### src/rtl/subtree_rr_arbiter.sv
// Round-robin arbiter for the N_REQ children of a hierarchy node: registered one-hot grant,
// one dead GAP cycle between owners. Define SUBTREE_ARB_HOLD_LIMIT_EN to cap ownership at MAX_HOLD.
module subtree_rr_arbiter #(
  parameter int unsigned N_REQ    = 5,
  parameter int unsigned MAX_HOLD = 16,
  parameter int unsigned ID_W     = $clog2(N_REQ)
) (
  input  logic             clk,
  input  logic             rst,
  input  logic [N_REQ-1:0] req,
  output logic [N_REQ-1:0] gnt,
  output logic             gnt_valid,
  output logic [ID_W-1:0]  gnt_id,
  output logic             preempt
);

  typedef enum logic [1:0] {StIdle, StOwn, StGap} state_e;

  state_e           state_q, state_d;
  logic [N_REQ-1:0] gnt_q, gnt_d;
  logic [ID_W-1:0]  id_q, id_d;
  logic [ID_W-1:0]  last_q, last_d;
  logic             any_req;
  logic             owner_req;
  logic             hold_hit;
  logic [ID_W-1:0]  win_id;
  logic             win_found;
  int unsigned      cand;

`ifdef SUBTREE_ARB_HOLD_LIMIT_EN
  localparam int unsigned HoldW = $clog2(MAX_HOLD + 1);

  logic [HoldW-1:0] hold_q, hold_d;
  logic             preempt_q, preempt_d;

  assign hold_hit = (hold_q == HoldW'(MAX_HOLD));
  assign preempt  = preempt_q;
`else
  assign hold_hit = 1'b0;
  assign preempt  = 1'b0;
`endif

  assign any_req   = |req;
  // last_q always holds the current owner while in StOwn
  assign owner_req = req[last_q];

  // Scan from the child after the last owner, wrapping, so the last owner is searched last
  always_comb begin
    win_id    = '0;
    win_found = 1'b0;
    cand      = 0;
    for (int unsigned k = 1; k <= N_REQ; k++) begin
      cand = (int'(last_q) + k) % N_REQ;
      if (!win_found && req[cand]) begin
        win_found = 1'b1;
        win_id    = ID_W'(cand);
      end
    end
  end

  always_ff @(posedge clk or posedge rst) begin
    if (rst) begin
      state_q <= StIdle;
    end else begin
      state_q <= state_d;
    end
  end

  always_comb begin
    state_d = state_q;
    unique case (state_q)
      StIdle, StGap: state_d = win_found ? StOwn : StIdle;
      StOwn:         if (!owner_req || hold_hit) state_d = StGap;
      default:       state_d = StIdle;
    endcase
  end

  always_comb begin
    gnt_d  = '0;
    id_d   = '0;
    last_d = last_q;
`ifdef SUBTREE_ARB_HOLD_LIMIT_EN
    hold_d    = hold_q;
    preempt_d = 1'b0;
`endif
    unique case (state_q)
      StIdle, StGap: begin
        if (win_found) begin
          gnt_d  = {{(N_REQ-1){1'b0}}, 1'b1} << win_id;
          id_d   = win_id;
          last_d = win_id;
`ifdef SUBTREE_ARB_HOLD_LIMIT_EN
          hold_d = HoldW'(1);
`endif
        end
      end
      StOwn: begin
        if (state_d == StOwn) begin
          gnt_d = gnt_q;
          id_d  = id_q;
`ifdef SUBTREE_ARB_HOLD_LIMIT_EN
          if (!hold_hit) hold_d = hold_q + 1'b1;
`endif
        end else begin
`ifdef SUBTREE_ARB_HOLD_LIMIT_EN
          preempt_d = owner_req & hold_hit;
          hold_d    = '0;
`endif
        end
      end
      default: ;
    endcase
  end

  always_ff @(posedge clk or posedge rst) begin
    if (rst) begin
      gnt_q  <= '0;
      id_q   <= '0;
      last_q <= ID_W'(N_REQ - 1);
    end else begin
      gnt_q  <= gnt_d;
      id_q   <= id_d;
      last_q <= last_d;
    end
  end

`ifdef SUBTREE_ARB_HOLD_LIMIT_EN
  always_ff @(posedge clk or posedge rst) begin
    if (rst) begin
      hold_q    <= '0;
      preempt_q <= 1'b0;
    end else begin
      hold_q    <= hold_d;
      preempt_q <= preempt_d;
    end
  end
`endif

  assign gnt       = gnt_q;
  assign gnt_valid = |gnt_q;
  assign gnt_id    = id_q;

endmodule

### config.mk
export PLATFORM = sky130hd
export DESIGN_NAME = subtree_rr_arbiter
export DESIGN_NICKNAME = d
export VERILOG_FILES = /design/src/rtl/subtree_rr_arbiter.sv
export SDC_FILE = /design/constraint.sdc
export NUM_CORES = 1
export LEC_CHECK = 0
export CAP_MARGIN = 30
export CORE_ASPECT_RATIO = 1.2
export CORE_MARGIN = 3
export CORE_UTILIZATION = 51
export CTS_CLUSTER_DIAMETER = 40
export CTS_CLUSTER_SIZE = 10
export DETAILED_ROUTE_END_ITERATION = 10
export PLACE_DENSITY = 0.81
export SLEW_MARGIN = 5
export SYNTH_ARGS = -nofsm -noshare
export SYNTH_HDL_FRONTEND = slang
export SYNTH_SLANG_ARGS = --single-unit
### constraint.sdc
create_clock -name clk -period 4.52 [get_ports clk]
set_input_delay 0.452 -clock clk [delete_from_list [all_inputs] [get_ports clk]]
set_output_delay 0.452 -clock clk [all_outputs]
set_load 0.05 [all_outputs]
After elaboration in Yosys (flattened, before gate mapping)
Cells that the tools add are included.
{"block": "classes", "n_mux": 31, "n_eq_ne": 4, "order_cmp": 6, "n_reduce_logical": 12, "shifts": 1, "add_sub_neg": 5, "n_div": 5}
{"cell": "less-than comparator 32 x 4 -> 1 bit (second input constant)", "n": 5}
{"cell": "remainder unit 32 x 3 -> 32 bit (second input constant)", "n": 5}
{"cell": "2-to-1 mux 3 bit", "n": 7}
{"cell": "binary-select mux 1 bit (select 3 bit)", "n": 6}
{"cell": "2-to-1 mux 1 bit", "n": 12}
{"cell": "2-to-1 mux 5 bit", "n": 2}
{"cell": "case mux 5 bit (2 select lines)", "n": 1}
{"cell": "adder 3 x 2 -> 4 bit (second input constant)", "n": 2}
{"cell": "adder 3 x 3 -> 4 bit (second input constant)", "n": 2}
{"cell": "case mux 3 bit (2 select lines)", "n": 1}
{"cell": "OR reduction 5 bit", "n": 1}
{"cell": "<< shifter 1 x 3 -> 5 bit (first input constant)", "n": 1}
{"cell": "adder 3 x 1 -> 4 bit (second input constant)", "n": 1}
{"cell": "== test 2 x 1 -> 1 bit (second input constant)", "n": 2}
{"cell": "logical AND 1 bit", "n": 4}
{"cell": "zero test 1 bit", "n": 4}
{"cell": "less-than comparator 3 x 4 -> 1 bit (second input constant)", "n": 1}
{"cell": "case mux 2 bit (2 select lines)", "n": 1}
{"cell": "== test 2 bit (second input constant)", "n": 1}
{"cell": "zero test 2 bit", "n": 1}
{"cell": "2-to-1 mux 2 bit", "n": 1}
{"cell": "inequality test 2 bit (second input constant)", "n": 1}
{"cell": "AND reduction 2 bit", "n": 1}
{"cell": "OR reduction 2 bit", "n": 1}
{"block": "totals", "elab_cells": 68, "input_bits": 7, "ff_bits": 13, "out_inout_bits": 10}

Logic depth before layout (Yosys ltp)
{"block": "logic_depth", "ltp_word": 22, "ltp_mapped": 19, "depth_no_buf": 18}

Least setup slack after synthesis
Ideal clock, no wire load.
{"block": "synth_path", "path_kind": "register -> register", "from": "reg last_q[0]", "to": "reg gnt_q[4] (netlist: gnt[4])", "path_stages_with_launch": 20, "t_arrival_ps": 4474, "slack_ps": -72, "setup_ps": 118, "path_cell_list": "dfrtp_1 -> buf_4 -> buf_2 -> clkinv_1 -> ha_1 -> ha_1 -> nor3_1 -> o22a_1 -> xnor2_1 -> ha_1 -> nor2b_1 -> or3_1 -> o311a_2 -> and3_1 -> o211ai_1 -> a22oi_1 -> or4b_1 -> a31oi_1 -> nor2_1 -> a21o_1"}
{"block": "synth_via", "elab_chain_cells": 21}
{"item": "start, declared", "line_no": "22", "text": "logic [ID_W-1:0] last_q, last_d;"}
{"item": "start signal, assigned", "line_no": "119", "text": "last_q <= ID_W'(N_REQ - 1);"}
{"item": "start signal, assigned", "line_no": "123", "text": "last_q <= last_d;"}
{"item": "adder 3 x 1 -> 4 bit", "line_no": "53", "text": "cand = (int'(last_q) + k) % N_REQ;"}
{"item": "remainder unit 32 x 3 -> 32 bit", "line_no": "53"}
{"item": "binary-select mux 1 bit (select 3 bit)", "line_no": "54", "text": "if (!win_found && req[cand]) begin"}
{"item": "2-to-1 mux 1 bit (not written as such)", "line_no": "54"}
{"item": "2-to-1 mux 1 bit", "line_no": "54"}
{"item": "zero test 1 bit", "line_no": "54"}
{"item": "logical AND 1 bit", "line_no": "54"}
{"item": "2-to-1 mux 1 bit", "line_no": "54"}
{"item": "(+5 left out)"}
{"item": "2-to-1 mux 1 bit", "line_no": "54"}
{"item": "zero test 1 bit", "line_no": "54"}
{"item": "logical AND 1 bit", "line_no": "54"}
{"item": "2-to-1 mux 1 bit", "line_no": "54"}
{"item": "2-to-1 mux 1 bit", "line_no": "72", "text": "StIdle, StGap: state_d = win_found ? StOwn : StIdle;"}
{"item": "case mux 2 bit (2 select lines)", "line_no": "71", "text": "unique case (state_q)"}
{"item": "== test 2 x 1 -> 1 bit", "line_no": "98", "text": "if (state_d == StOwn) begin"}
{"item": "inequality test 2 bit (no line)"}
{"item": "end signal, assigned", "line_no": "121", "text": "gnt_q <= gnt_d;"}
{"item": "end, declared", "line_no": "20", "text": "logic [N_REQ-1:0] gnt_q, gnt_d;"}
Parallel ways exist; a longest one is shown, timed or not. The select of a mux whose other input is x is not followed.
A chain may end at the register's enable or synchronous reset.

Worst setup path after layout
{"block": "layout_path", "from": "reg last_q[1]", "to": "reg gnt_q[4] (netlist: gnt[4])"}
The elaborated chain is that of the path after synthesis.

==> results.toml <==
[status]
status = "completed"

[die]
num_io_pins = 17
initial_util_pct = 52.8
fp.dieArea_sq_um = 6060
die_w_um = 71.5
core.rowCount = 28
core_outline_area_sq_um = 4970
dieHeight_um = 84.6

[clocking]
clock_sink_count = 13
maximum_buffer_depth_of_the_clock_tree = 2
tritoncts.num_buffers = 3
cts_tree = "built"
clkLatencyLatePin_ns = 0.25
total_setup_buffers_inserted_after_cts = 0
clk_pin_slew_ns = 0.06
htreeDepth = 1
ctsRootBufferMaster = "sky130_fd_sc_hd__clkbuf_8"

[sta]
final.setup.tns_ns = 0
finalHoldViolations = 0
post-route-period-util_pct = 93.6
max_slew_margin_pct = 60.4
final_max_slew_viol_count = 0
rsz0062_at_grt = "false"
min_period_ns = 4.23
finalSetupViolCount = 0
timing_worst_slew_pin_value_ns = 0.594
fin_ws_ns = 0.287
finalClockSkew_ns = 0.00421
max_freq_mhz = 236

[synthesis]
syn_inst = 313
synth.net_count = 343
netlist_top_cells_count = "sky130_fd_sc_hd__nor2_1 (26), sky130_fd_sc_hd__ha_1 (23), sky130_fd_sc_hd__nand2_1 (21)"
synth_fa_ha_area_share_pct = 10.9
ys_seq_area_share_pct = 12.4
synth_xor_xnor_area_share_pct = 3.00
synth_area_leader_cell = "sky130_fd_sc_hd__dfrtp_1"
post_synthesis_sequential_element_count = 13
combinational_family_with_the_most_area_after_synthesis = "compound AO/OA/AOI/OAI gates"
yosysWarnings = 0
synth_top_cells_by_area = "sky130_fd_sc_hd__dfrtp_1 (11%), sky130_fd_sc_hd__ha_1 (11%), sky130_fd_sc_hd__mux2i_1 (5.0%)"
share_of_the_synthesized_area_in_compound_gates_ao_oa_aoi_oai_pct = 34.6
synth_ff_type = "sky130_fd_sc_hd__dfrtp_1"
yosys.cell_types.count = 90
share_of_synthesized_area_spent_on_multiplexers_pct = 9.95
yosysMostFrequentCell = "sky130_fd_sc_hd__nor2_1"
synth_simple_gate_area_share_pct = 22.1
post_synth_instance_area_sq_um = 2630
ys_async_sr_fraction_pct = 100
synth.avg_cell_area_sq_um = 8.40
synth_top_cell_area_share_pct = 11.4
synth_edf_count = 0

[global_routing]
globalRoute.totalOverflow = 0
number_of_global_route_vias_before_repair = 2402
track_usage_pct = 22.3
grt_max_degree = 31
global_route_wire_length_before_repair_mm = 11.2
number_of_antenna_violations_at_the_first_check_in_global_routing = 0

[job]
maxCapViolations = 0

[final_layout]
final_layout_size_suffix_gt1_share_pct = 17.8
final_net_count = 357
layout.cells.non_filler = 386
flow.area_growth_from_synthesis_pct = 10.7
insertedDiodeCount = 0

[placed_design]
detailedPlacementHpwl_mm = 4.95
buffer_ports.inserted = 15
dp_slack_ns = 0.229
routabilityCongestion = 0.899
numPlacedInstances = 382

[routing]
drtPass1Iterations = 4
wl_per_cell_um = 16.7
antenna_violation_net_count_after_detailed_routing = 0
route.detailed.vias_per_inst = 6.40
drt-initial-drc-count = 186
drt_drc_violations_left = 0
via_count = 2470
routed_wirelength_mm = 6.46

[setup_path]
endpoint_kind_of_the_worst_setup_timing_path = "register"
worstPathArrival_ns = 4.37
maximum_fanout_along_the_worst_path = 9
cp_data_required_time_ns = 4.66
critical_path_source_type = "register"
critical_path.most_common_cell = "sky130_fd_sc_hd__ha_1"
slowest_stage = "sky130_fd_sc_hd__or4b_1"
max_stage_delay_ns = 0.51
ordered_cell_list_for_the_critical_path = "inv_1 -> ha_2 -> ha_1 -> nor3b_2 -> o22a_1 -> xnor2_2 -> ha_1 -> nor2b_1 -> or3_1 -> o311a_2 -> and3_1 -> o211ai_1 -> a22oi_1 -> or4b_1 -> a31oi_2 -> nor2_1 -> a21o_1"
worstSetupPathType = "register to register"

[worst_hold_path]
min-delay-path-class = "register to register"
cell families (layout without fill, tap and decap cells):
group	count (synthesis)	in the layout
AO/OA/AOI/OAI	107	107
AND/OR/NAND/NOR	103	103
buffers and inverters	38	51
adder cells (fa/ha/maj)	23	23
multiplexers	22	22
flip-flops	13	13
XOR/XNOR	6	6
other	1	1
cell type report:
| cell class | count | area [sq um] |
|---|---|---|
| inverters | 20 | 77.6 |
| multi-input cells | 262 | 2140 |
| flip-flops and latches | 13 | 328 |
| clock buffers | 3 | 41.3 |
| fillers | 455 | 2070 |
| repair buffers | 27 | 240 |
| well taps | 60 | 75.1 |
| clock inverters | 1 | 5.00 |
state kept, by name (all words and copies together) (netlist names):
signal / count
gnt: 5
state_q: 2
gnt_id: 3
last_q: 3
routing by layer:
metal	vias to the layer above	wire length [um]	track usage [%]
met5	-	0	0
met4	0	136	6.84
met2	67	3180	38.0
met3	17	309	3.35
met1	1180	2830	28.6
li1	1206	-	-
worst max-delay path, delay by kind of cell, from the launching register on:
| kind | cells | cell delay, ns |
|---|---|---|
| and+or+nand+nor | 6 | 1.47 |
| AOI/OAI and AO/OA | 6 | 1.09 |
| adders and majority gates | 3 | 0.79 |
| DFF | 1 | 0.46 |
| buffers and inverters | 1 | 0.19 |
| xor gates and xnor gates | 1 | 0.12 |
layout by cell type, fill, tap and decap left out, drive strengths merged, types with 5 or more instances in the layout:
master and count:
nor2 26, ha 23, nand2 22, a21oi 20
inv 19, o21ai 16, clkdlybuf4s50 15, mux2i 13
buf 12, dfrtp 12, a21o 10, o211ai 9
nand3 8, nor3 8, mux2 7, a211oi 6
xnor2 6, nand2b 5, a211o 5
per-stage QoR:
stage / cell area [sq um] / hold slack, ns / util [%]
3_5_place_dp: 2840 / 0.429 / 57.1
4_1_cts: 2890 / 0.437 / 58.1
2_1_floorplan: 2630 / 0.328 / -
5_1_grt: 2910 / 0.450 / 58.5
3_3_place_gp: 2840 / 0.407 / 57.1
6_report: 2910 / 0.428 / 58.5
path summary, 6_finish.rpt:
check                            from  depth (start not counted)    endpoint  slack (ns)
setup / recovery            last_q[1]                         17      gnt[4]        0.29
hold / removal             state_q[1]                          1  state_q[1]        0.43
setup reg to reg            last_q[1]                         17      gnt[4]        0.29
hold reg to reg            state_q[1]                          1  state_q[1]        0.43
max in group asynchronous         rst                          2   last_q[1]        3.65
min in group asynchronous         rst                          2   last_q[0]        0.52
repair_timing:
action                     in CTS  in global routing
setup endpoints to repair       0                  8
hold buffers                    0                  0
gates resized for setup         0                  4
Power is left out: the tool's default activity adds up to more than one toggle a clock period on the data nets, which glitch-free logic cannot reach.
